==> src/rtl/lock_pkg.sv <==
`default_nettype none
// ============================================================================
// Module   : lock_pkg
// Purpose  : Shared state encoding and default timing constants for the
//            digital-lock sequencing controller and its idle timer.
// Revision : 1.0  initial release
// ============================================================================
package lock_pkg;

  typedef enum logic [2:0] {
    IDLE    = 3'd0,
    ENTRY   = 3'd1,
    CHECK   = 3'd2,
    OPEN    = 3'd3,
    LOCKOUT = 3'd4
  } lock_state_t;

  localparam int c_default_n              = 4;
  localparam int c_default_digits         = 4;
  localparam int c_default_timeout        = 15;
  localparam int c_default_max_fail       = 3;
  localparam int c_default_open_cycles    = 20;
  localparam int c_default_lockout_cycles = 50;

endpackage
`default_nettype wire

==> src/rtl/lock_idle_timer.sv <==
`default_nettype none
// ============================================================================
// Module   : lock_idle_timer
// Purpose  : Counts consecutive qualifying idle cycles and flags expiry on the
//            TIMEOUT-th one.
// Ports    : clock   in  1  posedge clock
//            reset   in  1  synchronous active-high reset
//            enable  in  1  counting allowed (controller is collecting digits)
//            clear   in  1  restart the count (a key is down)
//            expired out 1  high for the cycle that completes TIMEOUT idle
//                           cycles; the count restarts after it
// Revision : 1.0  initial release
// ============================================================================
module lock_idle_timer
  import lock_pkg::*;
#(
  parameter int TIMEOUT = c_default_timeout
) (
  input  logic clock,
  input  logic reset,
  input  logic enable,
  input  logic clear,
  output logic expired
);

  localparam int TW = (TIMEOUT > 1) ? $clog2(TIMEOUT) : 1;

  logic [TW-1:0] r_cnt;
  logic          w_count;

  assign w_count = enable && !clear;
  // Expiry is flagged in the same cycle as the final idle cycle so the
  // controller reacts on the edge that completes exactly TIMEOUT idle cycles.
  assign expired = w_count && (r_cnt == TW'(TIMEOUT - 1));

  always_ff @(posedge clock) begin
    if (reset || !w_count || expired) begin
      r_cnt <= '0;
    end else begin
      r_cnt <= r_cnt + 1'b1;
    end
  end

endmodule
`default_nettype wire

==> src/rtl/lock_controller.sv <==
`default_nettype none
// ============================================================================
// Module   : lock_controller
// Purpose  : Digital-lock sequencer. Detects key presses, collects a
//            DIGITS-long entry, abandons it after an idle timeout, compares it
//            against `code` and drives unlock / error / lockout indications.
//            Optional feature macro: LOCK_LOCKOUT_EN (fail counter + LOCKOUT).
// Ports    : clock       in  1                  posedge clock
//            reset       in  1                  synchronous active-high reset
//            key         in  N                  button levels, 1 = pressed
//            code        in  DIGITS*W           passcode, digit i at [i*W +: W]
//            unlocked    out 1                  high while OPEN
//            alarm       out 1                  high while LOCKOUT
//            error       out 1                  one-cycle pulse on mismatch
//            timeout     out 1                  one-cycle pulse on idle abandon
//            digit_count out $clog2(DIGITS+1)   digits captured so far
// Revision : 1.0  initial release
// ============================================================================
module lock_controller
  import lock_pkg::*;
#(
  parameter int N              = c_default_n,
  parameter int DIGITS         = c_default_digits,
  parameter int TIMEOUT        = c_default_timeout,
  parameter int MAX_FAIL       = c_default_max_fail,
  parameter int OPEN_CYCLES    = c_default_open_cycles,
  parameter int LOCKOUT_CYCLES = c_default_lockout_cycles
) (
  input  logic                           clock,
  input  logic                           reset,
  input  logic [N-1:0]                   key,
  input  logic [DIGITS*$clog2(N)-1:0]    code,
  output logic                           unlocked,
  output logic                           alarm,
  output logic                           error,
  output logic                           timeout,
  output logic [$clog2(DIGITS+1)-1:0]    digit_count
);

  localparam int W        = $clog2(N);
  localparam int CW       = $clog2(DIGITS + 1);
  // One hold counter serves both OPEN and LOCKOUT.
  localparam int HOLD_MAX = (OPEN_CYCLES > LOCKOUT_CYCLES) ? OPEN_CYCLES : LOCKOUT_CYCLES;
  localparam int HW       = $clog2(HOLD_MAX + 1);

  if (N < 2 || DIGITS < 1 || TIMEOUT < 1 || MAX_FAIL < 1 ||
      OPEN_CYCLES < 1 || LOCKOUT_CYCLES < 1) begin : g_bad_config
    $error("lock_controller: unsupported parameter set");
  end

  lock_state_t           r_state, w_state_nxt;
  logic [N-1:0]          r_key_prev;
  logic [DIGITS*W-1:0]   r_entry, w_entry_nxt;
  logic [CW-1:0]         r_count, w_count_nxt;
  logic [HW-1:0]         r_hold, w_hold_nxt;
  logic                  r_unlocked, r_error, r_timeout;
  logic                  w_error_nxt, w_timeout_nxt;
  logic                  w_press, w_expired, w_timer_en, w_timer_clr;
  logic [W-1:0]          w_digit;

`ifdef LOCK_LOCKOUT_EN
  localparam int FW = $clog2(MAX_FAIL + 1);
  logic [FW-1:0]         r_fail, w_fail_nxt;
  logic                  r_alarm;
`endif

  // A press is the first cycle any key is down after a cycle with none down;
  // holding or adding keys does not retrigger.
  assign w_press = (|key) && !(|r_key_prev);

  // Lowest set bit wins when several keys go down together.
  always_comb begin
    w_digit = '0;
    for (int i = N - 1; i >= 0; i--) begin
      if (key[i]) w_digit = W'(i);
    end
  end

  assign w_timer_en  = (r_state == ENTRY);
  assign w_timer_clr = |key;

  lock_idle_timer #(
    .TIMEOUT (TIMEOUT)
  ) u_idle_timer (
    .clock   (clock),
    .reset   (reset),
    .enable  (w_timer_en),
    .clear   (w_timer_clr),
    .expired (w_expired)
  );

  always_comb begin
    w_state_nxt   = r_state;
    w_entry_nxt   = r_entry;
    w_count_nxt   = r_count;
    w_hold_nxt    = r_hold;
    w_error_nxt   = 1'b0;
    w_timeout_nxt = 1'b0;
`ifdef LOCK_LOCKOUT_EN
    w_fail_nxt    = r_fail;
`endif
    case (r_state)
      IDLE: begin
        if (w_press) begin
          w_entry_nxt[0 +: W] = w_digit;
          w_count_nxt         = CW'(1);
          w_state_nxt         = (DIGITS == 1) ? CHECK : ENTRY;
        end
      end
      ENTRY: begin
        // A press outranks a coincident timer expiry.
        if (w_press) begin
          for (int i = 0; i < DIGITS; i++) begin
            if (r_count == CW'(i)) w_entry_nxt[i*W +: W] = w_digit;
          end
          w_count_nxt = r_count + 1'b1;
          if (r_count == CW'(DIGITS - 1)) w_state_nxt = CHECK;
        end else if (w_expired) begin
          w_timeout_nxt = 1'b1;
          w_count_nxt   = '0;
          w_state_nxt   = IDLE;
        end
      end
      CHECK: begin
        w_count_nxt = '0;
        w_hold_nxt  = '0;
        if (r_entry == code) begin
          w_state_nxt = OPEN;
`ifdef LOCK_LOCKOUT_EN
          w_fail_nxt  = '0;
`endif
        end else begin
          w_error_nxt = 1'b1;
`ifdef LOCK_LOCKOUT_EN
          w_fail_nxt  = r_fail + 1'b1;
          w_state_nxt = (w_fail_nxt == FW'(MAX_FAIL)) ? LOCKOUT : IDLE;
`else
          w_state_nxt = IDLE;
`endif
        end
      end
      OPEN: begin
        if (r_hold == HW'(OPEN_CYCLES - 1)) begin
          w_hold_nxt  = '0;
          w_state_nxt = IDLE;
        end else begin
          w_hold_nxt  = r_hold + 1'b1;
        end
      end
`ifdef LOCK_LOCKOUT_EN
      LOCKOUT: begin
        if (r_hold == HW'(LOCKOUT_CYCLES - 1)) begin
          w_hold_nxt  = '0;
          w_fail_nxt  = '0;
          w_state_nxt = IDLE;
        end else begin
          w_hold_nxt  = r_hold + 1'b1;
        end
      end
`endif
      default: begin
        w_state_nxt = IDLE;
        w_count_nxt = '0;
        w_hold_nxt  = '0;
      end
    endcase
  end

  // Status outputs follow the next state so they change on the same edge as
  // the state register.
  always_ff @(posedge clock) begin
    if (reset) begin
      r_state    <= IDLE;
      r_key_prev <= '0;
      r_entry    <= '0;
      r_count    <= '0;
      r_hold     <= '0;
      r_unlocked <= 1'b0;
      r_error    <= 1'b0;
      r_timeout  <= 1'b0;
    end else begin
      r_state    <= w_state_nxt;
      r_key_prev <= key;
      r_entry    <= w_entry_nxt;
      r_count    <= w_count_nxt;
      r_hold     <= w_hold_nxt;
      r_unlocked <= (w_state_nxt == OPEN);
      r_error    <= w_error_nxt;
      r_timeout  <= w_timeout_nxt;
    end
  end

`ifdef LOCK_LOCKOUT_EN
  always_ff @(posedge clock) begin
    if (reset) begin
      r_fail  <= '0;
      r_alarm <= 1'b0;
    end else begin
      r_fail  <= w_fail_nxt;
      r_alarm <= (w_state_nxt == LOCKOUT);
    end
  end
  assign alarm = r_alarm;
`else
  assign alarm = 1'b0;
`endif

  assign unlocked    = r_unlocked;
  assign error       = r_error;
  assign timeout     = r_timeout;
  assign digit_count = r_count;

endmodule
`default_nettype wire

==> config.mk <==
export PLATFORM = sky130hd
export DESIGN_NAME = lock_controller
export DESIGN_NICKNAME = d
export VERILOG_FILES = /design/src/rtl/lock_pkg.sv /design/src/rtl/lock_idle_timer.sv /design/src/rtl/lock_controller.sv
export SDC_FILE = /design/constraint.sdc
export NUM_CORES = 1
export LEC_CHECK = 0
export BUFFER_PORTS_ARGS = -buffer_cell sky130_fd_sc_hd__buf_2
export CAP_MARGIN = 20
export CORE_UTILIZATION = 30
export DETAILED_ROUTE_END_ITERATION = 16
export SLEW_MARGIN = 0
export SYNTH_ARGS = -nofsm -noshare
export SYNTH_HDL_FRONTEND = slang
export SYNTH_SLANG_ARGS = --single-unit
==> constraint.sdc <==
create_clock -name clock -period 1.81 [get_ports clock]
set_input_delay 0.0905 -clock clock [delete_from_list [all_inputs] [get_ports clock]]
set_output_delay 0.0905 -clock clock [all_outputs]
set_load 0.02 [all_outputs]
==> results of run 1 <==
path summary, 6_finish.rpt:
check / to / slack [ns] / cells after the start
max: r_entry[0] / 0.13 / 4
min: digit_count[1] / 0.07 / 2
max reg2reg: r_entry[0] / 0.13 / 4
min reg2reg: u_idle_timer.r_cnt[0] / 0.48 / 1
state kept, by name, summed over array words and instances (netlist names):
signal and count:
r_entry 8, r_hold 6, r_key_prev 4, u_idle_timer.r_cnt 4, digit_count 3, r_state 3
error 1, timeout 1, unlocked 1
power groups by stage:
stage                     combinational, mW  sequential, mW  clock [mW]
after floorplan                      0.0681           0.714           0
after global placement                0.113           0.715           0
after detailed placement              0.113           0.715           0
after CTS                             0.113           0.700       0.612
after global routing                  0.124           0.701       0.645
final                                 0.112           0.700       0.599
metrics by stage:
step                      hold slack [ns]  instances  cell area [um2]
after floorplan                     0.162        169             1560
after global placement              0.375        255             1760
after detailed placement            0.370        255             1760
after CTS                          0.0620        263             1860
after global routing               0.0679        263             1860
final                              0.0720        263             1860
per-layer routing:
layer	vias to the layer above	wire, um
met1	577	1580
li1	657	-
met2	23	1320
met5	-	0
met4	0	97
met3	12	117
cells in the final DEF, fill, tap and decap left out, types with 3 or more instances in the layout:
master    instances
or3_1             3
nand3_1           9
a311oi_1          3
buf_2            19
nand3b_1          5
nor2b_1           4
ha_1              8
a21oi_1           6
inv_1             6
nand2_1           6
buf_4             8
xor2_1            9
nor2_1           19
a31oi_1           5
nor4_1            3
dfxtp_1          31
nand2b_1          3
mux2i_1           9
clkbuf_8          7
nor3_1            8
cell families after synthesis:
group	share of synthesized area [%]
other	0.241
XOR/XNOR	5.62
AND/OR/NAND/NOR	27.3
buffers and inverters	4.17
AO/OA/AOI/OAI	10.7
multiplexers	5.78
flip-flops	39.8
adder cells (fa/ha/maj)	6.42
final cells by class:
cell class | count | area (um2) | share of cell area [%]
clock buffers | 8 | 100 | 5.38
inverters | 6 | 22.5 | 1.21
multi-input cells | 124 | 877 | 47.2
flip-flops and latches | 31 | 621 | 33.4
well taps | 67 | 83.8 | 4.51
repair buffers | 27 | 155 | 8.34
synthesized netlist by cell type, drive strengths merged (6+ instances only):
cell type	n
a21oi	6
dfxtp	31
ha	8
inv	6
mux2i	9
nand2	6
nand3	9
nor2	19
nor3	8
nor4	6
xor2	9
==> impl_metrics.json, run 1 <==
{
  "clockPowerShare_pct": 42.5,
  "port_buffers": 19,
  "cp_num_buf_inv": 0,
  "skew_ns": 0.00426,
  "synth_edf_count": 0,
  "routedWlPerCell_um": 11.8,
  "setup_violations": 0,
  "finalCritPeriodShare_pct": 92.9,
  "cts_sinks": 31,
  "viasPerCell": 4.83,
  "hold_viol": 0,
  "path_delay_family": "simple AND/OR/NAND/NOR gates",
  "drt_iter0_drc": 47,
  "grt_use_met3_pct": 4.20,
  "layout_min_cycle_time_ns": 1.68,
  "worstPathRequired_ns": 1.98,
  "antenna_found_initial": 0,
  "startpoint_type": "flip-flop",
  "path_clk_slew_ns": 0.06,
  "setup.worst_path.start": "r_key_prev[1]",
  "status": "finished, final reports clean",
  "use_met1_pct": 16.7,
  "rsz0062_at_grt": "no",
  "p_leak_nw": 0.717,
  "num_antenna_cells": 0,
  "drt-total-wl_mm": 3.11,
  "htreeDepth": 2,
  "drt_first_pass_iters": 4,
  "ys_ff_latch": 31,
  "tritoncts": "yes",
  "vdd_ir_drop_max_v": 0.000376,
  "tns_ns": 0,
  "rows": 25,
  "netSwitchingFraction_pct": 23.1,
  "grt_max_degree": 20,
  "post_synth_num_cell_types": 39,
  "synth_top_cell_by_area": "dfxtp_1",
  "synth_top_area_share_pct": 39.8,
  "critPathSlowestCell": "or4_4",
  "root_buffer": "clkbuf_8",
  "grt_remaining_overflow": 0,
  "timing.fmax_mhz": 595,
  "nets": 217,
  "io_pins": 21,
  "synthArstFlopShare_pct": 0,
  "n_fill_cell": 521,
  "power_density_nw_per_um2": 759,
  "grt.total_usage_pct": 13.3,
  "hpwl_mm": 2.39,
  "worst-setup-path-type": "reg2reg",
  "die_h_um": 74.1,
  "p_switching_mw": 0.326,
  "hold_start": "reset",
  "yosys-top-cells-area": "dfxtp_1, ha_1, mux2i_1",
  "crit_arrival_ns": 1.85,
  "drc": 0,
  "postLayoutCoreUtil_pct": 38.3,
  "setup_ws_ns": 0.128,
  "slew-limit-headroom_pct": 63.2,
  "vias": 1269,
  "hp-class": "in2reg",
  "globalRoute.busiestLayer": "met2",
  "synth_area_per_cell_um2": 9.28,
  "path_max_fanout": 4,
  "synthCells": 168,
  "p_total_mw": 1.41,
  "area_growth_pct": 19.3,
  "coreArea_um2": 4850,
  "ys_seq_area_share_pct": 39.8,
  "tightest_slew_ns": 0.547,
  "clock_latency_ns": 0.28,
  "syn_area_um2": 1560,
  "pre_cts_ws_ns": 0.121,
  "end_kind": "flip-flop",
  "r2r_start": "r_key_prev[1]",
  "ant_nets": 0,
  "drive_above_1_share_pct": 20.4,
  "combPwrFrac_pct": 7.9,
  "grt_pass1_vias": 1192,
  "p_seq_share_pct": 49.6,
  "dieArea_um2": 5490,
  "cap_violations": 0,
  "post_cts_resized": 0,
  "finalMaxSlewViolations": 0,
  "clockBufferDepth": 2,
  "cts_buffers": 5,
  "grt_pass1_wl_mm": 5.45,
  "cts_setup_buffers": 0,
  "yosysWarnings": 0,
  "synth_ff_type": "dfxtp_1",
  "start_util_pct": 32.2,
  "use_met2_pct": 20.0,
  "path_cells": "or4_4 -> a2111oi_4 -> mux2i_1 -> nor2_1",
  "die_w_um": 74.1,
  "critPathMaxStageDelay_ns": 0.59,
  "hold_buffers": 0,
  "p_int_mw": 1.08,
  "gp_congestion": 0.764
}
Note: power is estimated with default switching activity, not from simulation.
==> inputs of run 2 (changes only) <==
--- a/config.mk
+++ b/config.mk
@@ -5,8 +5,10 @@
 export SDC_FILE = /design/constraint.sdc
 export NUM_CORES = 1
 export LEC_CHECK = 0
+export ABC_AREA = 0
 export BUFFER_PORTS_ARGS = -buffer_cell sky130_fd_sc_hd__buf_2
 export CAP_MARGIN = 20
+export CORE_MARGIN = 2
 export CORE_UTILIZATION = 30
 export DETAILED_ROUTE_END_ITERATION = 16
 export SLEW_MARGIN = 0
==> run 2 against run 1 <==
  * Count of clock-buffer cells in the layout fell by 2
  * Utilization shrank 1.9 points
  * Power down 5.6%
  * Die area grew 5.5%
  * Sequential share of layout area is 0.20 points higher
  * Critical path depth is the same
  * Routed wire length is 0.74% higher
  * Combinational power about the same
  * Final cell count grew 1.1%
  * Register-to-register slack is essentially flat
==> impl_metrics.json, run 2 (synthesized netlist as in run 1, its figures left out) <==
{
  "layout_common_cells": "dfxtp_1, nor2_1, buf_2",
  "nets": 217,
  "grt.total_usage_pct": 12.0,
  "num_antenna_cells": 0,
  "grt_max_degree": 16,
  "dieArea_um2": 5790,
  "routedWlPerCell_um": 11.8,
  "die_h_um": 76.1,
  "hold_depth": 3,
  "antenna_found_initial": 0,
  "worstPathRequired_ns": 1.98,
  "rr_worst_depth": 4,
  "p_leak_nw": 0.707,
  "ant_nets": 0,
  "skew_ns": 0.00411,
  "largest_register_ffs": 8,
  "end_kind": "flip-flop",
  "grt_pass1_vias": 1226,
  "finalCritPeriodShare_pct": 92.7,
  "tritoncts": "yes",
  "tightest_slew_ns": 0.496,
  "drt_iter0_drc": 43,
  "setup_ws_ns": 0.131,
  "tns_ns": 0,
  "whs_endpoint": "r_key_prev[1]",
  "postLayoutCoreUtil_pct": 36.4,
  "grt_remaining_overflow": 0,
  "drc": 0,
  "grt_pass1_wl_mm": 5.60,
  "top_register": "r_entry",
  "reg2reg_to": "r_entry[0]",
  "rsz0062_at_grt": "no",
  "drive_above_1_share_pct": 20.4,
  "hp-class": "in2reg",
  "viasPerCell": 4.70,
  "rows": 26,
  "start_util_pct": 30.7,
  "stdcell_area_um2": 1850,
  "final_common_cell": "dfxtp_1",
  "area_growth_pct": 18.5,
  "vdd_ir_drop_max_v": 0.000370,
  "root_buffer": "clkbuf_8",
  "placed_area_um2": 1760,
  "hold_viol": 0,
  "startpoint_type": "flip-flop",
  "drt-total-wl_mm": 3.13,
  "cts_sinks": 31,
  "hpwl_mm": 2.31,
  "layout_min_cycle_time_ns": 1.68,
  "post_cts_resized": 0,
  "hold_buffers": 0,
  "vias": 1250,
  "port_buffers": 19,
  "path_clk_slew_ns": 0.07,
  "drt_first_pass_iters": 4,
  "cts_buffers": 5,
  "placedCellCount": 258,
  "gp_congestion": 0.769,
  "crit_arrival_ns": 1.85,
  "clock_latency_ns": 0.28,
  "reg2reg_slack_ns": 0.13,
  "coreArea_um2": 5070,
  "clockBufferDepth": 2,
  "cts_setup_buffers": 0,
  "status": "finished, final reports clean",
  "htreeDepth": 2,
  "cap_violations": 0,
  "setup.worst_path.start": "r_key_prev[1]",
  "top_regs": "r_entry (8), r_hold (6)",
  "power_density_nw_per_um2": 721,
  "r2r_start": "r_key_prev[1]",
  "io_pins": 21,
  "timing.fmax_mhz": 596,
  "hold_start": "key[1]",
  "die_w_um": 76.1,
  "worst-setup-path-type": "reg2reg",
  "setup_violations": 0,
  "pre_cts_ws_ns": 0.135,
  "path_max_fanout": 4,
  "slew-limit-headroom_pct": 66.7,
  "finalMaxSlewViolations": 0,
  "fin_cells": 266
}
==> run 2: cell types whose count changed in the layout (fill, tap and decap cells not counted) <==
cell	delta
clkinvlp_4	+1
clkbuf_8	-2
clkinv_2	+1
==> run 2: report_power, final <==
part           switching, mW  leakage [nW]  internal [mW]  total [mW]
sequential           0.00830         0.251          0.692       0.700
clock                  0.253        0.0412          0.268       0.521
combinational         0.0664         0.414         0.0448       0.111
==> run 2: layer usage <==
metal	wire length [um]	up-vias	part of all wire, %	track usage [%]
met2	1430	23	46	20.0
met4	44	0	1.4	4.36
met1	1550	570	49	14.8
li1	-	652	-	-
met3	110	5	3.5	3.32
met5	0	-	0	0
==> run 2: worst max path at each step <==
| stage | to | slack [ns] | cells after the start |
|---|---|---|---|
| CTS | r_entry[0] | 0.12 | 4 |
| detailed placement | r_entry[0] | 0.13 | 4 |
| finish | r_entry[0] | 0.13 | 4 |
| floorplan | r_entry[0] | 0.18 | 4 |
| global placement | r_entry[0] | 0.15 | 4 |
| global route | r_entry[2] | 0.04 | 4 |
==> run 2: worst max-delay path: stages (launching register included) <==
cell       delay [ns]
dfxtp_1          0.31
or4_4            0.59
a2111oi_4        0.39
mux2i_1          0.23
nor2_1           0.05
==> run 2: cell type report <==
| type | count | area (um2) |
|---|---|---|
| Clock buffer | 6 | 72.6 |
| Inverter | 6 | 22.5 |
| Fill cell | 543 | 3230 |
| Sequential cell | 31 | 621 |
| Timing Repair Buffer | 27 | 155 |
| Clock inverter | 2 | 12.5 |
| Multi-Input combinational cell | 124 | 877 |
| Tap cell | 70 | 87.6 |
==> run 2: stage by stage <==
| step | power [mW] | hold slack, ns |
|---|---|---|
| detailed placement | 0.827 | 0.394 |
| global route | 1.40 | 0.114 |
| global placement | 0.826 | 0.386 |
| CTS | 1.35 | 0.0907 |
| finish | 1.33 | 0.101 |
| floorplan | 0.783 | 0.162 |
